==> src/rtl/pcf8574_lcd_pkg.sv <==
// Shared types and constants for the PCF8574/HD44780 LCD writer and the I2C byte master.
package pcf8574_lcd_pkg;

  localparam int unsigned CNT_W = 32;

  // Command kinds understood by the I2C byte master.
  typedef enum logic [1:0] {
    I2C_NONE       = 2'd0,
    I2C_START_ADDR = 2'd1,
    I2C_WRITE      = 2'd2,
    I2C_STOP       = 2'd3
  } i2c_kind_e;

  // PCF8574 port bit positions wired to the HD44780 control pins.
  localparam int unsigned PB_RS = 0;
  localparam int unsigned PB_RW = 1;
  localparam int unsigned PB_E  = 2;
  localparam int unsigned PB_BL = 3;

  // Sequencer FSM states.
  localparam logic [3:0] ST_PWRUP_WAIT = 4'd0;
  localparam logic [3:0] ST_INIT_NIB   = 4'd1;
  localparam logic [3:0] ST_INIT_CMD   = 4'd2;
  localparam logic [3:0] ST_IDLE       = 4'd3;
  localparam logic [3:0] ST_TX_START   = 4'd4;
  localparam logic [3:0] ST_TX_BYTE    = 4'd5;
  localparam logic [3:0] ST_TX_STOP    = 4'd6;
  localparam logic [3:0] ST_WAIT_IDLE  = 4'd7;
  localparam logic [3:0] ST_DELAY      = 4'd8;

  // Which part of the sequence the current transaction belongs to.
  localparam logic [1:0] PH_NIB  = 2'd0;
  localparam logic [1:0] PH_CMD  = 2'd1;
  localparam logic [1:0] PH_USER = 2'd2;

  typedef struct packed {
    logic       long_wait;
    logic [7:0] cmd;
  } init_cmd_t;

  // Power-up nibbles that force the controller into 4-bit mode; entry 0 goes first.
  localparam logic [3:0][3:0] INIT_NIB_ROM = {4'h2, 4'h3, 4'h3, 4'h3};

  // Function set 4-bit/2-line, display on, clear (long wait), entry mode; entry 0 goes first.
  localparam init_cmd_t [3:0] INIT_CMD_ROM = {9'h006, 9'h101, 9'h00C, 9'h028};

  // Build one expander port byte: idx[1] selects the low nibble, idx[0]=0 raises E.
  function automatic logic [7:0] port_byte(input logic [7:0] data, input logic rs,
                                           input logic bl, input logic [1:0] idx);
    logic [7:0] pb;
    pb        = 8'h00;
    pb[7:4]   = idx[1] ? data[3:0] : data[7:4];
    pb[PB_BL] = bl;
    pb[PB_E]  = ~idx[0];
    pb[PB_RW] = 1'b0;
    pb[PB_RS] = rs;
    return pb;
  endfunction

endpackage

==> src/rtl/pcf8574_lcd_writer_cycle_timer.sv <==
// Down-counting delay timer; done_c is high while the count reads zero.
module cycle_timer
  import pcf8574_lcd_pkg::*;
#(
  parameter logic [CNT_W-1:0] RST_VAL = '0
) (
  input  logic             clk,
  input  logic             rst_n,
  input  logic             load,
  input  logic [CNT_W-1:0] load_val,
  output logic             done_c
);

  logic [CNT_W-1:0] cnt_q;

  // Load on request, otherwise count down and park at zero.
  always_ff @(posedge clk) begin
    if (!rst_n) begin
      cnt_q <= RST_VAL;
    end else if (load) begin
      cnt_q <= load_val;
    end else if (cnt_q != '0) begin
      cnt_q <= cnt_q - CNT_W'(1);
    end
  end

  assign done_c = (cnt_q == '0);

endmodule

==> src/rtl/pcf8574_lcd_writer.sv <==
// HD44780 4-bit command sequencer that feeds PCF8574 port bytes to an I2C byte master.
module pcf8574_lcd_writer
  import pcf8574_lcd_pkg::*;
#(
  parameter logic [6:0]  I2C_ADDR       = 7'h27,
  parameter int unsigned POWERUP_CYCLES = 4_000_000,
  parameter int unsigned INIT_CYCLES    = 500_000,
  parameter int unsigned SHORT_CYCLES   = 5_000,
  parameter int unsigned LONG_CYCLES    = 200_000
) (
  input  logic       clk,
  input  logic       rst_n,
  input  logic       in_valid,
  input  logic       in_rs,
  input  logic [7:0] in_data,
  output logic       in_ready,
  input  logic       backlight,
  output logic       i2c_valid,
  output logic [1:0] i2c_kind,
  output logic [7:0] i2c_data,
  input  logic       i2c_ready,
  input  logic       i2c_nack,
  output logic       init_done,
  output logic       error
);

  localparam logic [CNT_W-1:0] PWRUP_LOAD = CNT_W'(POWERUP_CYCLES - 1);
  localparam logic [CNT_W-1:0] INIT_LOAD  = CNT_W'(INIT_CYCLES - 1);
  localparam logic [CNT_W-1:0] SHORT_LOAD = CNT_W'(SHORT_CYCLES - 1);
  localparam logic [CNT_W-1:0] LONG_LOAD  = CNT_W'(LONG_CYCLES - 1);
  localparam logic [7:0]       ADDR_BYTE  = {I2C_ADDR, 1'b0};

  logic [3:0] state_q, state_n;
  logic [1:0] phase_q, phase_n;
  logic [1:0] idx_q, idx_n;
  logic [1:0] byte_idx_q, byte_idx_n;
  logic       rs_q, rs_n;
  logic [7:0] data_q, data_n;
  logic       nib_only_q, nib_only_n;
  logic       long_q, long_n;
  logic       valid_q, valid_n;
  logic [1:0] kind_q, kind_n;
  logic [7:0] dout_q, dout_n;
  logic       in_ready_q, in_ready_n;
  logic       init_done_q, init_done_n;
  logic       error_q, error_n;
  logic       nack_en_q;

  logic             tmr_load_c;
  logic [CNT_W-1:0] tmr_val_c;
  logic             tmr_done_c;

  // Reset preloads the power-up wait so it starts counting on the first cycle out of reset.
  cycle_timer #(
    .RST_VAL (PWRUP_LOAD)
  ) u_timer (
    .clk      (clk),
    .rst_n    (rst_n),
    .load     (tmr_load_c),
    .load_val (tmr_val_c),
    .done_c   (tmr_done_c)
  );

  // State and registered outputs.
  always_ff @(posedge clk) begin
    if (!rst_n) begin
      state_q     <= ST_PWRUP_WAIT;
      phase_q     <= PH_NIB;
      idx_q       <= 2'd0;
      byte_idx_q  <= 2'd0;
      rs_q        <= 1'b0;
      data_q      <= 8'h00;
      nib_only_q  <= 1'b0;
      long_q      <= 1'b0;
      valid_q     <= 1'b0;
      kind_q      <= 2'(I2C_NONE);
      dout_q      <= 8'h00;
      in_ready_q  <= 1'b0;
      init_done_q <= 1'b0;
      error_q     <= 1'b0;
      nack_en_q   <= 1'b0;
    end else begin
      state_q     <= state_n;
      phase_q     <= phase_n;
      idx_q       <= idx_n;
      byte_idx_q  <= byte_idx_n;
      rs_q        <= rs_n;
      data_q      <= data_n;
      nib_only_q  <= nib_only_n;
      long_q      <= long_n;
      valid_q     <= valid_n;
      kind_q      <= kind_n;
      dout_q      <= dout_n;
      in_ready_q  <= in_ready_n;
      init_done_q <= init_done_n;
      error_q     <= error_n;
      nack_en_q   <= 1'b1;
    end
  end

  // Next-state and next-output logic.
  always_comb begin
    state_n     = state_q;
    phase_n     = phase_q;
    idx_n       = idx_q;
    byte_idx_n  = byte_idx_q;
    rs_n        = rs_q;
    data_n      = data_q;
    nib_only_n  = nib_only_q;
    long_n      = long_q;
    valid_n     = valid_q;
    kind_n      = kind_q;
    dout_n      = dout_q;
    in_ready_n  = in_ready_q;
    init_done_n = init_done_q;
    tmr_load_c  = 1'b0;
    tmr_val_c   = '0;
    // A NACK in the first cycle out of reset belongs to the previous life and is dropped.
    error_n     = error_q | (i2c_nack & nack_en_q);

    case (state_q)
      ST_PWRUP_WAIT: begin
        if (tmr_done_c) state_n = ST_INIT_NIB;
      end
      ST_INIT_NIB: begin
        rs_n       = 1'b0;
        data_n     = {INIT_NIB_ROM[idx_q], 4'h0};
        nib_only_n = 1'b1;
        long_n     = 1'b0;
        state_n    = ST_TX_START;
        valid_n    = 1'b1;
        kind_n     = 2'(I2C_START_ADDR);
        dout_n     = ADDR_BYTE;
      end
      ST_INIT_CMD: begin
        rs_n       = 1'b0;
        data_n     = INIT_CMD_ROM[idx_q].cmd;
        long_n     = INIT_CMD_ROM[idx_q].long_wait;
        nib_only_n = 1'b0;
        state_n    = ST_TX_START;
        valid_n    = 1'b1;
        kind_n     = 2'(I2C_START_ADDR);
        dout_n     = ADDR_BYTE;
      end
      ST_IDLE: begin
        if (in_valid && in_ready_q) begin
          rs_n       = in_rs;
          data_n     = in_data;
          nib_only_n = 1'b0;
          long_n     = !in_rs && (in_data == 8'h01 || in_data == 8'h02);
          in_ready_n = 1'b0;
          state_n    = ST_TX_START;
          valid_n    = 1'b1;
          kind_n     = 2'(I2C_START_ADDR);
          dout_n     = ADDR_BYTE;
        end
      end
      ST_TX_START: begin
        if (i2c_ready) begin
          byte_idx_n = 2'd0;
          state_n    = ST_TX_BYTE;
          kind_n     = 2'(I2C_WRITE);
          dout_n     = port_byte(data_q, rs_q, backlight, 2'd0);
        end
      end
      ST_TX_BYTE: begin
        if (i2c_ready) begin
          if (byte_idx_q == (nib_only_q ? 2'd1 : 2'd3)) begin
            byte_idx_n = 2'd0;
            state_n    = ST_TX_STOP;
            kind_n     = 2'(I2C_STOP);
            dout_n     = 8'h00;
          end else begin
            byte_idx_n = 2'(byte_idx_q + 2'd1);
            dout_n     = port_byte(data_q, rs_q, backlight, 2'(byte_idx_q + 2'd1));
          end
        end
      end
      ST_TX_STOP: begin
        if (i2c_ready) begin
          valid_n = 1'b0;
          kind_n  = 2'(I2C_NONE);
          dout_n  = 8'h00;
          state_n = ST_WAIT_IDLE;
        end
      end
      ST_WAIT_IDLE: begin
        // Master idle again means the stop condition has left the bus.
        if (i2c_ready) begin
          tmr_load_c = 1'b1;
          tmr_val_c  = (phase_q == PH_NIB) ? INIT_LOAD : (long_q ? LONG_LOAD : SHORT_LOAD);
          state_n    = ST_DELAY;
        end
      end
      ST_DELAY: begin
        if (tmr_done_c) begin
          case (phase_q)
            PH_NIB: begin
              if (idx_q == 2'd3) begin
                idx_n   = 2'd0;
                phase_n = PH_CMD;
                state_n = ST_INIT_CMD;
              end else begin
                idx_n   = 2'(idx_q + 2'd1);
                state_n = ST_INIT_NIB;
              end
            end
            PH_CMD: begin
              if (idx_q == 2'd3) begin
                idx_n       = 2'd0;
                phase_n     = PH_USER;
                init_done_n = 1'b1;
                in_ready_n  = 1'b1;
                state_n     = ST_IDLE;
              end else begin
                idx_n   = 2'(idx_q + 2'd1);
                state_n = ST_INIT_CMD;
              end
            end
            default: begin
              in_ready_n = 1'b1;
              state_n    = ST_IDLE;
            end
          endcase
        end
      end
      default: state_n = ST_PWRUP_WAIT;
    endcase
  end

  assign in_ready  = in_ready_q;
  assign i2c_valid = valid_q;
  assign i2c_kind  = kind_q;
  assign i2c_data  = dout_q;
  assign init_done = init_done_q;
  assign error     = error_q;

endmodule
==> config.mk <==
export PLATFORM = sky130hd
export DESIGN_NAME = pcf8574_lcd_writer
export DESIGN_NICKNAME = d
export VERILOG_FILES = /design/src/rtl/pcf8574_lcd_pkg.sv /design/src/rtl/pcf8574_lcd_writer_cycle_timer.sv /design/src/rtl/pcf8574_lcd_writer.sv
export SDC_FILE = /design/constraint.sdc
export NUM_CORES = 1
export LEC_CHECK = 0
export BUFFER_PORTS_ARGS = -buffer_cell sky130_fd_sc_hd__buf_2
export CORE_MARGIN = 2
export CORE_UTILIZATION = 25
export DETAILED_ROUTE_END_ITERATION = 10
export PLACE_DENSITY = 0.45
export SYNTH_ARGS = -nofsm -noshare
export SYNTH_HDL_FRONTEND = slang
export SYNTH_SLANG_ARGS = --single-unit
==> constraint.sdc <==
create_clock -name clk -period 3.15 [get_ports clk]
set_input_delay 0.315 -clock clk [delete_from_list [all_inputs] [get_ports clk]]
set_output_delay 0.315 -clock clk [all_outputs]
set_load 0.1 [all_outputs]
==> metrics, run 1 <==
maximum buffer depth of the clock tree=2; Leakage=1.554 nW; DRC violations left=0; buffers and inverters on the worst path=1; share of the core filled with cells in the final layout=30.50%; share of synthesized flip-flops with an asynchronous set or reset=0%; post-detailed-routing wire length=9832 um; Worst-Skew Late Latency=0.34 ns; largest fanout on the critical path=15; Synth Instances=427; Fin Clk Skew=0.007059 ns; number of synthesized flops with an enable pin=0; Detailed Route Iter0 Violations=264; number of buffers inserted during clock tree synthesis=9; Total Power=2.693 mW; root buffer selected by CTS=clkbuf_16; highest clock frequency the design can meet=0.3795 GHz; GR Layer Usage met3=3.950%; Avg Synthesized Cell Area=8.190 sq um; Ant. Diodes=0; count of maximum capacitance violations=0; crit start category=register; Post-Synthesis Net Count=447; number of cells on the critical path=6; number of primary I/O pins=29; number of distinct library cells after synthesis=58; global-route layer with the greatest usage=met2; vias after detailed routing=3,293; synth warn=0; relative max-transition margin=59.46%; Final setup viols=0; Die Area=0.01495 sq mm; HPWL reported at the end of detailed placement=6975 um; number of cells on the worst hold path=3; power density normalized to cell area=641.3 mW/mm^2; mean routed wirelength per cell=15.20 um; Max stage delay on crit path=0.58 ns; most used cells in the layout excluding fill and tap cells=68 x dfxtp_1, 44 x nor2_1, 37 x a21oi_1; first-pass GRT wire length=15,970 um; number of cells on the worst reg-to-reg path=6; placeable core region=0.01377 sq mm; met1 layer usage reported by global route=19.41%; total of buffers placed on input and output ports=28; share of post-route cells with drive strength above 1=15.63%; kind of cell adding the most delay to the critical path=simple AND/OR/NAND/NOR gates; global route overflow=0; TritonCTS clock tree=done; critical path data arrival time=2.92 ns; total clock sinks=68; critical-path cell list=or4_4, or3_4, or3_1, buf_4, a311oi_1, a41o_1; IR drop worst, VDD=0.2512 mV; worst slack at placement=0.5375 ns; fraction of met2 tracks used by global routing=19.83%; Total Neg Setup Slack=0 ns; mean number of vias per cell=5.090; depth of the CTS H-tree=3; first-pass iteration count of the detailed router=4; most common cell after layout, fill and taps aside=dfxtp_1; clock-pin slew on the worst setup and hold paths=0.06 ns; Post-CTS Setup Inserts=0; minimum period implied by the final worst setup slack=2.635 ns; Setup Crit Path Kind=register to register; Post-layout nets=482; actual transition at the worst max-transition pin=0.6025 ns; initial antenna violation count=0; Critical Path Sink Type=register; path class of the lowest-slack min-delay path=input port to register; count of instances resized after the clock tree is built=0; Layout area overhead=20.11%; final number of max-transition violations=0; cell with the largest stage delay on the worst path=or4_4; hold violation count in the final report=0; hold buffers post-CTS=0; global placement routability congestion=0.8003; status=finished, final reports clean; Required @ worst endpoint=3.43 ns; most instantiated flip-flop cell in the synthesis netlist=dfxtp_1; fill count=1,504; Initial Utilization=25.39%; combined global-route utilization of all metal layers=13.81%; worst setup slack after layout=0.5149 ns; post-synthesis sequential area ratio=38.93%; area of the mapped netlist=0.003497 sq mm; RSZ-0062 raised after global routing=false; via count of the first global-routing pass=3,052; number of synthesized register bits=68; Detail Route Antenna Nets=0; Die Y=122.3 um; final worst-path cycle share=83.65%; die width=122.3 um; row count=43; pin count of the biggest net entering global routing=25
-- metal layers --
metal	vias to the layer above	share of wire, %
li1	1660	-
met1	1570	50
met2	53	44
met3	10	4.5
met4	0	1.8
met5	-	0
-- stage by stage --
step	instance area, sq um	hold WS, ns	std cells
finish	4200	0.2100	647
global route	4200	0.2196	647
CTS	4200	0.2088	647
detailed placement	3911	0.4497	631
global placement	3911	0.4399	631
floorplan	3497	0.3427	427
-- state kept, by name, summed over array words and instances (netlist names), 2 cells and up --
register       count
u_timer.cnt_q     32
data_q             8
i2c_data           8
state_q            4
byte_idx_q         2
i2c_kind           2
idx_q              2
phase_q            2
-- synthesized netlist by cell type, drive strengths merged, types with 4 or more instances --
| cell | instances | area share [%] |
|---|---|---|
| dfxtp | 68 | 39 |
| nor2 | 44 | 4.7 |
| a21oi | 37 | 5.3 |
| nand2 | 27 | 2.9 |
| clkbuf | 22 | 2.4 |
| o21ai | 22 | 3.1 |
| nand3 | 18 | 2.7 |
| nor3 | 15 | 2.1 |
| nor4 | 15 | 3.1 |
| inv | 14 | 1.5 |
| or4 | 12 | 2.8 |
| xor2 | 12 | 3.0 |
| o31ai | 10 | 2.1 |
| or3 | 10 | 1.9 |
| a31oi | 7 | 1.3 |
| nand2b | 7 | 1.3 |
| a211oi | 5 | 1.1 |
| and2 | 5 | 0.89 |
| ha | 5 | 1.8 |
| nand4 | 5 | 0.89 |
| a22oi | 4 | 0.86 |
| mux2i | 4 | 1.1 |
| nor3b | 4 | 0.86 |
| o21a | 4 | 0.86 |
-- final timing paths --
check / from / end / slack, ns
worst max-delay path: u_timer.cnt_q[15] / u_timer.cnt_q[27] / 0.51
worst min-delay path: i2c_nack / error / 0.21
worst max register to register: u_timer.cnt_q[15] / u_timer.cnt_q[27] / 0.51
worst min register to register: i2c_data[7] / i2c_data[7] / 0.46
-- worst reg2reg max path, cell delays in order, from the launching register on --
cell and delay (ns):
dfxtp_1 0.36, or4_4 0.58, or3_4 0.48, or3_1 0.51, buf_4 0.25, a311oi_1 0.28, a41o_1 0.12
-- cell families (layout without fill, tap and decap cells) --
group | count (synthesis) | in the layout | share of synthesized area, %
adders and majority gates | 5 | 5 | 1.789
DFF | 68 | 68 | 38.93
and+or+nand+nor | 175 | 175 | 26.98
muxes | 5 | 5 | 1.467
xor gates and xnor gates | 15 | 15 | 3.757
AOI/OAI and AO/OA | 122 | 122 | 22.90
buffers and inverters | 37 | 77 | 4.186
-- where the power goes --
part           switching, mW  internal (mW)  total (mW)
Combinational          0.503          0.192       0.695
Clock                  0.385          0.593       0.978
Sequential            0.0776          0.943        1.02
-- layout make-up --
cell class | instances | area (sq um) | area share, %
multi-input combinational | 322 | 1989 | 47.36
sequential | 68 | 1361 | 32.41
timing repair buffer | 47 | 282.8 | 6.732
clock buffer | 12 | 266.5 | 6.345
tap | 180 | 225.2 | 5.362
inverter | 14 | 52.55 | 1.251
clock inverter | 4 | 22.52 | 0.5362
Note: power is estimated with default switching activity, not from simulation.
==> inputs of run 2 (changes only) <==
--- a/config.mk
+++ b/config.mk
@@ -5,6 +5,7 @@
 export SDC_FILE = /design/constraint.sdc
 export NUM_CORES = 1
 export LEC_CHECK = 0
+export ABC_AREA = 1
 export BUFFER_PORTS_ARGS = -buffer_cell sky130_fd_sc_hd__buf_2
 export CORE_MARGIN = 2
 export CORE_UTILIZATION = 25
==> constraint.sdc (replaced) <==
create_clock -name clk -period 2.7 [get_ports clk]
set_input_delay 0.27 -clock clk [delete_from_list [all_inputs] [get_ports clk]]
set_output_delay 0.27 -clock clk [all_outputs]
set_load 0.1 [all_outputs]
==> metrics, run 2 <==
critical-path cell list=inv_1, ha_1, nand2_1, nor2_1, nand2_1, nor2_4, nand2_4, inv_2, o21ai_0; Post-Place Cell Area=0.004055 sq mm (+3.7%); hold buffers post-CTS=0 (unchanged); Required @ worst endpoint=2.91 ns (-0.52 ns); Post-CTS Setup Inserts=0 (unchanged); largest fanout on the critical path=13 (-2); count of instances resized after the clock tree is built=0 (unchanged); highest clock frequency the design can meet=0.5036 GHz (+33%); global-route layer with the greatest usage=met2; maximum buffer depth of the clock tree=2 (unchanged); initial antenna violation count=0 (unchanged); cell with the largest stage delay on the worst path=dfxtp_1; die width=125.8 um (+2.9%); share of the core filled with cells in the final layout=30.31% (-0.18 points); actual transition at the worst max-transition pin=0.5382 ns (-0.06428 ns); top-area cell type share of the netlist area=36.72% (-2.2 points); Detail Route Antenna Nets=0 (unchanged); Post-Synthesis Net Count=585 (+31%); global route overflow=0 (unchanged); Initial Utilization=25.51% (+0.12 points); Fin Clk Skew=0.003902 ns (-0.003157 ns); power density normalized to cell area=828.1 mW/mm^2 (+29%); DRC violations left=0 (unchanged); row count=44 (+2.3%); first-pass GRT wire length=17,480 um (+9.5%); pin count of the biggest net entering global routing=33 (+32%); combined global-route utilization of all metal layers=13.93% (+0.12 points); hold violation count in the final report=0 (unchanged); Leakage=1.838 nW (+18%); relative max-transition margin=63.84% (+4.4 points); number of distinct library cells after synthesis=35 (-40%); global placement routability congestion=0.8918 (+11%); Die Y=125.8 um (+2.9%); most frequent cells after synthesis=140 x nand2_1, 106 x nor2_1, 68 x dfxtp_1, 44 x inv_1, 41 x a21oi_1; met1 layer usage reported by global route=17.69% (-1.7 points); root buffer selected by CTS=clkbuf_16; number of cells in the design after placement=770 (+22%); top cell type by total area after synthesis=dfxtp_1; Seq pwr share=33.9% (-4.0 points); depth of the CTS H-tree=3 (unchanged); most prevalent standard cell on the critical path=nand2_1; TritonCTS clock tree=done; post-synthesis sequential area ratio=36.72% (-2.2 points); crit start category=register; first-pass iteration count of the detailed router=4 (unchanged); final number of max-transition violations=0 (unchanged); Die Area=0.01582 sq mm (+5.8%); post-detailed-routing wire length=10,750 um (+9.3%); Max stage delay on crit path=0.32 ns (-0.26 ns); RSZ-0062 raised after global routing=false; Most flops, register=u_timer.cnt_q; Synth Instances=565 (+32%); HPWL reported at the end of detailed placement=7977 um (+14%); worst setup slack after layout=0.7143 ns (+0.1993 ns); worst slack at placement=0.7029 ns (+0.1654 ns); placeable core region=0.01453 sq mm (+5.5%); Avg Synthesized Cell Area=6.562 sq um (-20%); number of synthesized register bits=68 (unchanged); cell area after layout=0.004405 sq mm (+4.9%); Net Sw Frac=36.79% (+0.93 points); synth warn=0 (unchanged); Setup Crit Path Kind=register to register; Critical Path Sink Type=register; count of placed standard cells in the final layout, fillers left out=786 (+21%); share of post-route cells with drive strength above 1=12.46% (-3.2 points); critical path data arrival time=2.19 ns (-0.73 ns); IR drop worst, VDD=0.3243 mV (+29%); most numerous cell in the Yosys netlist=nand2_1; clock-pin slew on the worst setup and hold paths=0.06 ns (about the same); Cell Int Power=2.306 mW (+33%); Post-layout nets=617 (+28%); status=finished, final reports clean; count of maximum capacitance violations=0 (unchanged); most instantiated flip-flop cell in the synthesis netlist=dfxtp_1; vias after detailed routing=3,661 (+11%); Total Neg Setup Slack=0 ns (unchanged); final worst-path cycle share=73.55% (-10 points); flip-flop count of the largest register, all copies and words added=32 (unchanged); startpoint of the most critical hold path=rst_n; path class of the lowest-slack min-delay path=input port to register; total clock sinks=68 (unchanged); mean routed wirelength per cell=13.67 um (-10%); source of the critical timing path=u_timer.cnt_q[0]; most common cell after layout, fill and taps aside=nand2_1; GR Layer Usage met3=3.356% (-0.59 points); area of the mapped netlist=0.003707 sq mm (+6.0%); Final setup viols=0 (unchanged); Worst-Skew Late Latency=0.34 ns (about the same); via count of the first global-routing pass=3,551 (+16%); Switching Power=1.342 mW (+39%); number of primary I/O pins=29 (unchanged); number of synthesized flops with an enable pin=0 (unchanged); mean number of vias per cell=4.658 (-8.5%); most used cells in the layout excluding fill and tap cells=140 x nand2_1, 106 x nor2_1, 68 x dfxtp_1; number of buffers inserted during clock tree synthesis=9 (unchanged); portion of total power attributed to the clock network=37.8% (+1.5 points); Ant. Diodes=0 (unchanged); Layout area overhead=18.83%; fraction of met2 tracks used by global routing=23.02% (+3.2 points); share of synthesized flip-flops with an asynchronous set or reset=0% (unchanged); origin of the critical flop-to-flop path=u_timer.cnt_q[0]; most area-consuming cells after synthesis=dfxtp_1 37%, nand2_1 14%, nor2_1 11%, a21oi_1 5.5%, o21ai_0 5.3%; minimum period implied by the final worst setup slack=1.986 ns (-0.6493 ns); total of buffers placed on input and output ports=28 (unchanged); Detailed Route Iter0 Violations=176 (-33%); fraction of power consumed by combinational cells=28.3% (+2.5 points)
-- run 2: final timing paths --
path / depth (start not counted) / end / slack [ns]
worst min-delay path: 2 / u_timer.cnt_q[20] / 0.16
worst min register to register: 2 / init_done / 0.45
worst max-delay path: 9 / u_timer.cnt_q[3] / 0.71
worst max register to register: 9 / u_timer.cnt_q[3] / 0.71
-- run 2: metrics by stage --
stage                     hold WS, ns  total power [mW]
final                          0.1621             3.648
after global routing           0.1640             3.841
after CTS                      0.1552             3.688
after detailed placement       0.4415             2.290
after global placement         0.4416             2.293
after floorplan                0.2977             2.051
-- run 2: worst max-delay path, delay by kind of cell, from the launching register on --
| kind | cells | cell delay, ns |
|---|---|---|
| adder cells (fa/ha/maj) | 1 | 0.24 |
| AO/OA/AOI/OAI | 1 | 0.16 |
| flip-flops | 1 | 0.32 |
| buffers and inverters | 2 | 0.37 |
| AND/OR/NAND/NOR | 5 | 0.75 |
-- run 2: cell families after synthesis --
group | count (synthesis) | synth area share, %
flops | 68 | 36.72
buf+inv | 63 | 6.851
simple gates | 318 | 37.43
xor+xnor | 14 | 3.308
fa+ha+maj | 5 | 1.687
compound gates | 97 | 14.01
-- run 2: layer usage --
metal / vias to the layer above / share of wire [%]
met5: - / 0
li1: 1909 / -
met2: 44 / 47
met1: 1693 / 48
met3: 15 / 2.9
met4: 0 / 1.9
-- run 2: power groups by stage --
stage	logic, mW	registers, mW	clock network (mW)
finish	1.03	1.24	1.38
global route	1.13	1.26	1.45
CTS	1.04	1.24	1.41
detailed placement	1.03	1.26	0
global placement	1.03	1.26	0
floorplan	0.499	1.55	0
-- run 2: area by class of cell --
| cell class | count | area [sq um] |
|---|---|---|
| fillers | 1621 | 10130 |
| multi-input cells | 434 | 2092 |
| clock buffers | 10 | 239.0 |
| clock inverters | 6 | 111.4 |
| repair buffers | 33 | 177.7 |
| well taps | 184 | 230.2 |
| flip-flops and latches | 68 | 1361 |
| inverters | 51 | 193.9 |
==> inputs of run 3 (changes only) <==
--- a/config.mk
+++ b/config.mk
@@ -10,7 +10,7 @@
 export CORE_MARGIN = 2
 export CORE_UTILIZATION = 25
 export DETAILED_ROUTE_END_ITERATION = 10
-export PLACE_DENSITY = 0.45
+export PLACE_DENSITY = 0.46
 export SYNTH_ARGS = -nofsm -noshare
 export SYNTH_HDL_FRONTEND = slang
 export SYNTH_SLANG_ARGS = --single-unit
==> constraint.sdc (replaced) <==
create_clock -name clk -period 1.7 [get_ports clk]
set_input_delay 0.17 -clock clk [delete_from_list [all_inputs] [get_ports clk]]
set_output_delay 0.17 -clock clk [all_outputs]
set_load 0.1 [all_outputs]
==> metrics, run 3 (same netlist as run 2, synthesis figures left out) <==
worst slack at placement=-0.1275 ns (-0.8304 ns); highest clock frequency the design can meet=0.6318 GHz (+25%); final number of max-transition violations=0 (unchanged); minimum period implied by the final worst setup slack=1.583 ns (-0.4029 ns); initial antenna violation count=0 (unchanged); clock-pin slew on the worst setup and hold paths=0.06 ns (about the same); Final setup viols=0 (unchanged); Layout area overhead=28.65%; most used cells in the layout excluding fill and tap cells=140 x nand2_1, 97 x nor2_1, 65 x dfxtp_1; Fin Clk Skew=0.007836 ns (+0.003934 ns); path class of the lowest-slack min-delay path=input port to register; relative max-transition margin=67.67% (+3.8 points); Ant. Diodes=0 (unchanged); combined global-route utilization of all metal layers=14.70% (+0.77 points); Worst-Skew Late Latency=0.34 ns (about the same); Post-Place Cell Area=0.004309 sq mm (+6.3%); Detailed Route Iter0 Violations=201 (+14%); final worst-path cycle share=93.11% (+20 points); first-pass iteration count of the detailed router=4 (unchanged); flip-flop count of the largest register, all copies and words added=32 (unchanged); actual transition at the worst max-transition pin=0.4883 ns (-0.04993 ns); HPWL reported at the end of detailed placement=8512 um (+6.7%); mean number of vias per cell=4.608 (-1.1%); total clock sinks=68 (unchanged); number of primary I/O pins=29 (unchanged); first-pass GRT wire length=18,650 um (+6.7%); critical path data arrival time=1.81 ns (-0.38 ns); hold violation count in the final report=0 (unchanged); total of buffers placed on input and output ports=28 (unchanged); DRC violations left=0 (unchanged); cell area after layout=0.004770 sq mm (+8.3%); pin count of the biggest net entering global routing=33 (unchanged); Post-layout nets=653 (+5.8%); Setup Crit Path Kind=register to register; maximum buffer depth of the clock tree=2 (unchanged); Initial Utilization=25.51% (unchanged); via count of the first global-routing pass=3,807 (+7.2%); placeable core region=0.01453 sq mm (unchanged); status=finished, final reports clean; depth of the CTS H-tree=3 (unchanged); die width=125.8 um (unchanged); largest fanout on the critical path=4 (-9); global placement routability congestion=0.8538 (-4.3%); number of buffers inserted during clock tree synthesis=9 (unchanged); root buffer selected by CTS=clkbuf_16; worst setup slack after layout=0.1171 ns (-0.5971 ns); TritonCTS clock tree=done; crit start category=register; Die Area=0.01582 sq mm (unchanged); vias after detailed routing=3,788 (+3.5%); IR drop worst, VDD=0.7843 mV (+140%); post-detailed-routing wire length=11,070 um (+3.1%); Required @ worst endpoint=1.93 ns (-0.98 ns); Die Y=125.8 um (unchanged); row count=44 (unchanged); power density normalized to cell area=1243 mW/mm^2 (+50%); mean routed wirelength per cell=13.47 um (-1.5%); Leakage=2.025 nW (+10%); Detail Route Antenna Nets=0 (unchanged); count of maximum capacitance violations=0 (unchanged); Most flops, register=u_timer.cnt_q; global route overflow=0 (unchanged); most common cell after layout, fill and taps aside=nand2_1; Critical Path Sink Type=register; share of post-route cells with drive strength above 1=20.22% (+7.8 points)
-- run 3: metrics by stage --
step | std cells | hold slack (ns) | util [%] | power, mW | setup TNS [ns]
2_1_floorplan | 565 | 0.1977 | - | 3.257 | 0
3_3_place_gp | 802 | 0.4029 | 29.65 | 3.712 | -0.2283
3_5_place_dp | 802 | 0.4144 | 29.65 | 3.712 | -0.3694
4_1_cts | 818 | 0.05661 | 32.18 | 5.939 | 0
5_1_grt | 822 | 0.07274 | 32.82 | 6.270 | -0.009384
6_report | 822 | 0.06927 | 32.82 | 5.928 | 0
-- run 3: final cells by class --
cell class	instances	area [sq um]
flip-flops and latches	68	1365
fillers	1611	9764
clock buffers	9	225.2
repair buffers	69	464.2
inverters	51	196.4
multi-input cells	434	2167
well taps	184	230.2
clock inverters	7	121.4
-- run 3: routing by layer --
layer  GRT usage (%)  routed length (um)  share of wire (%)
met1           18.14                5137                 46
met2           25.72                5381                 49
met3           3.314                 354                3.2
met4           4.202                 200                1.8
met5               0                   0                  0
-- run 3: what timing repair did --
item                                    in CTS  in global routing
endpoints found under the setup margin      10                 55
hold buffers                                 0                  0
pin swaps                                    0                  2
setup buffers                                0                  4
gates resized for setup                      5                 22
-- run 3: worst max-delay path, cell delays in order, from the launching register on --
cell and delay (ns):
dfxtp_1 0.32, inv_1 0.08, ha_2 0.22, nand3_2 0.12, buf_4 0.18, nor3_4 0.21, nand3_1 0.10, nand2_1 0.08
nand2_1 0.05, nand3_1 0.07, nor2_1 0.04
-- run 3: worst paths after layout --
path,slack (ns),to,depth (start not counted),start
setup / recovery,0.12,u_timer.cnt_q[30],10,u_timer.cnt_q[0]
hold reg to reg,0.46,init_done,2,init_done
setup reg to reg,0.12,u_timer.cnt_q[30],10,u_timer.cnt_q[0]
hold / removal,0.07,u_timer.cnt_q[19],2,rst_n
-- run 3: power breakdown --
group	internal [mW]	total (mW)	switching, mW
registers	1.82	1.97	0.159
logic	0.476	1.76	1.29
clock network	1.44	2.19	0.750
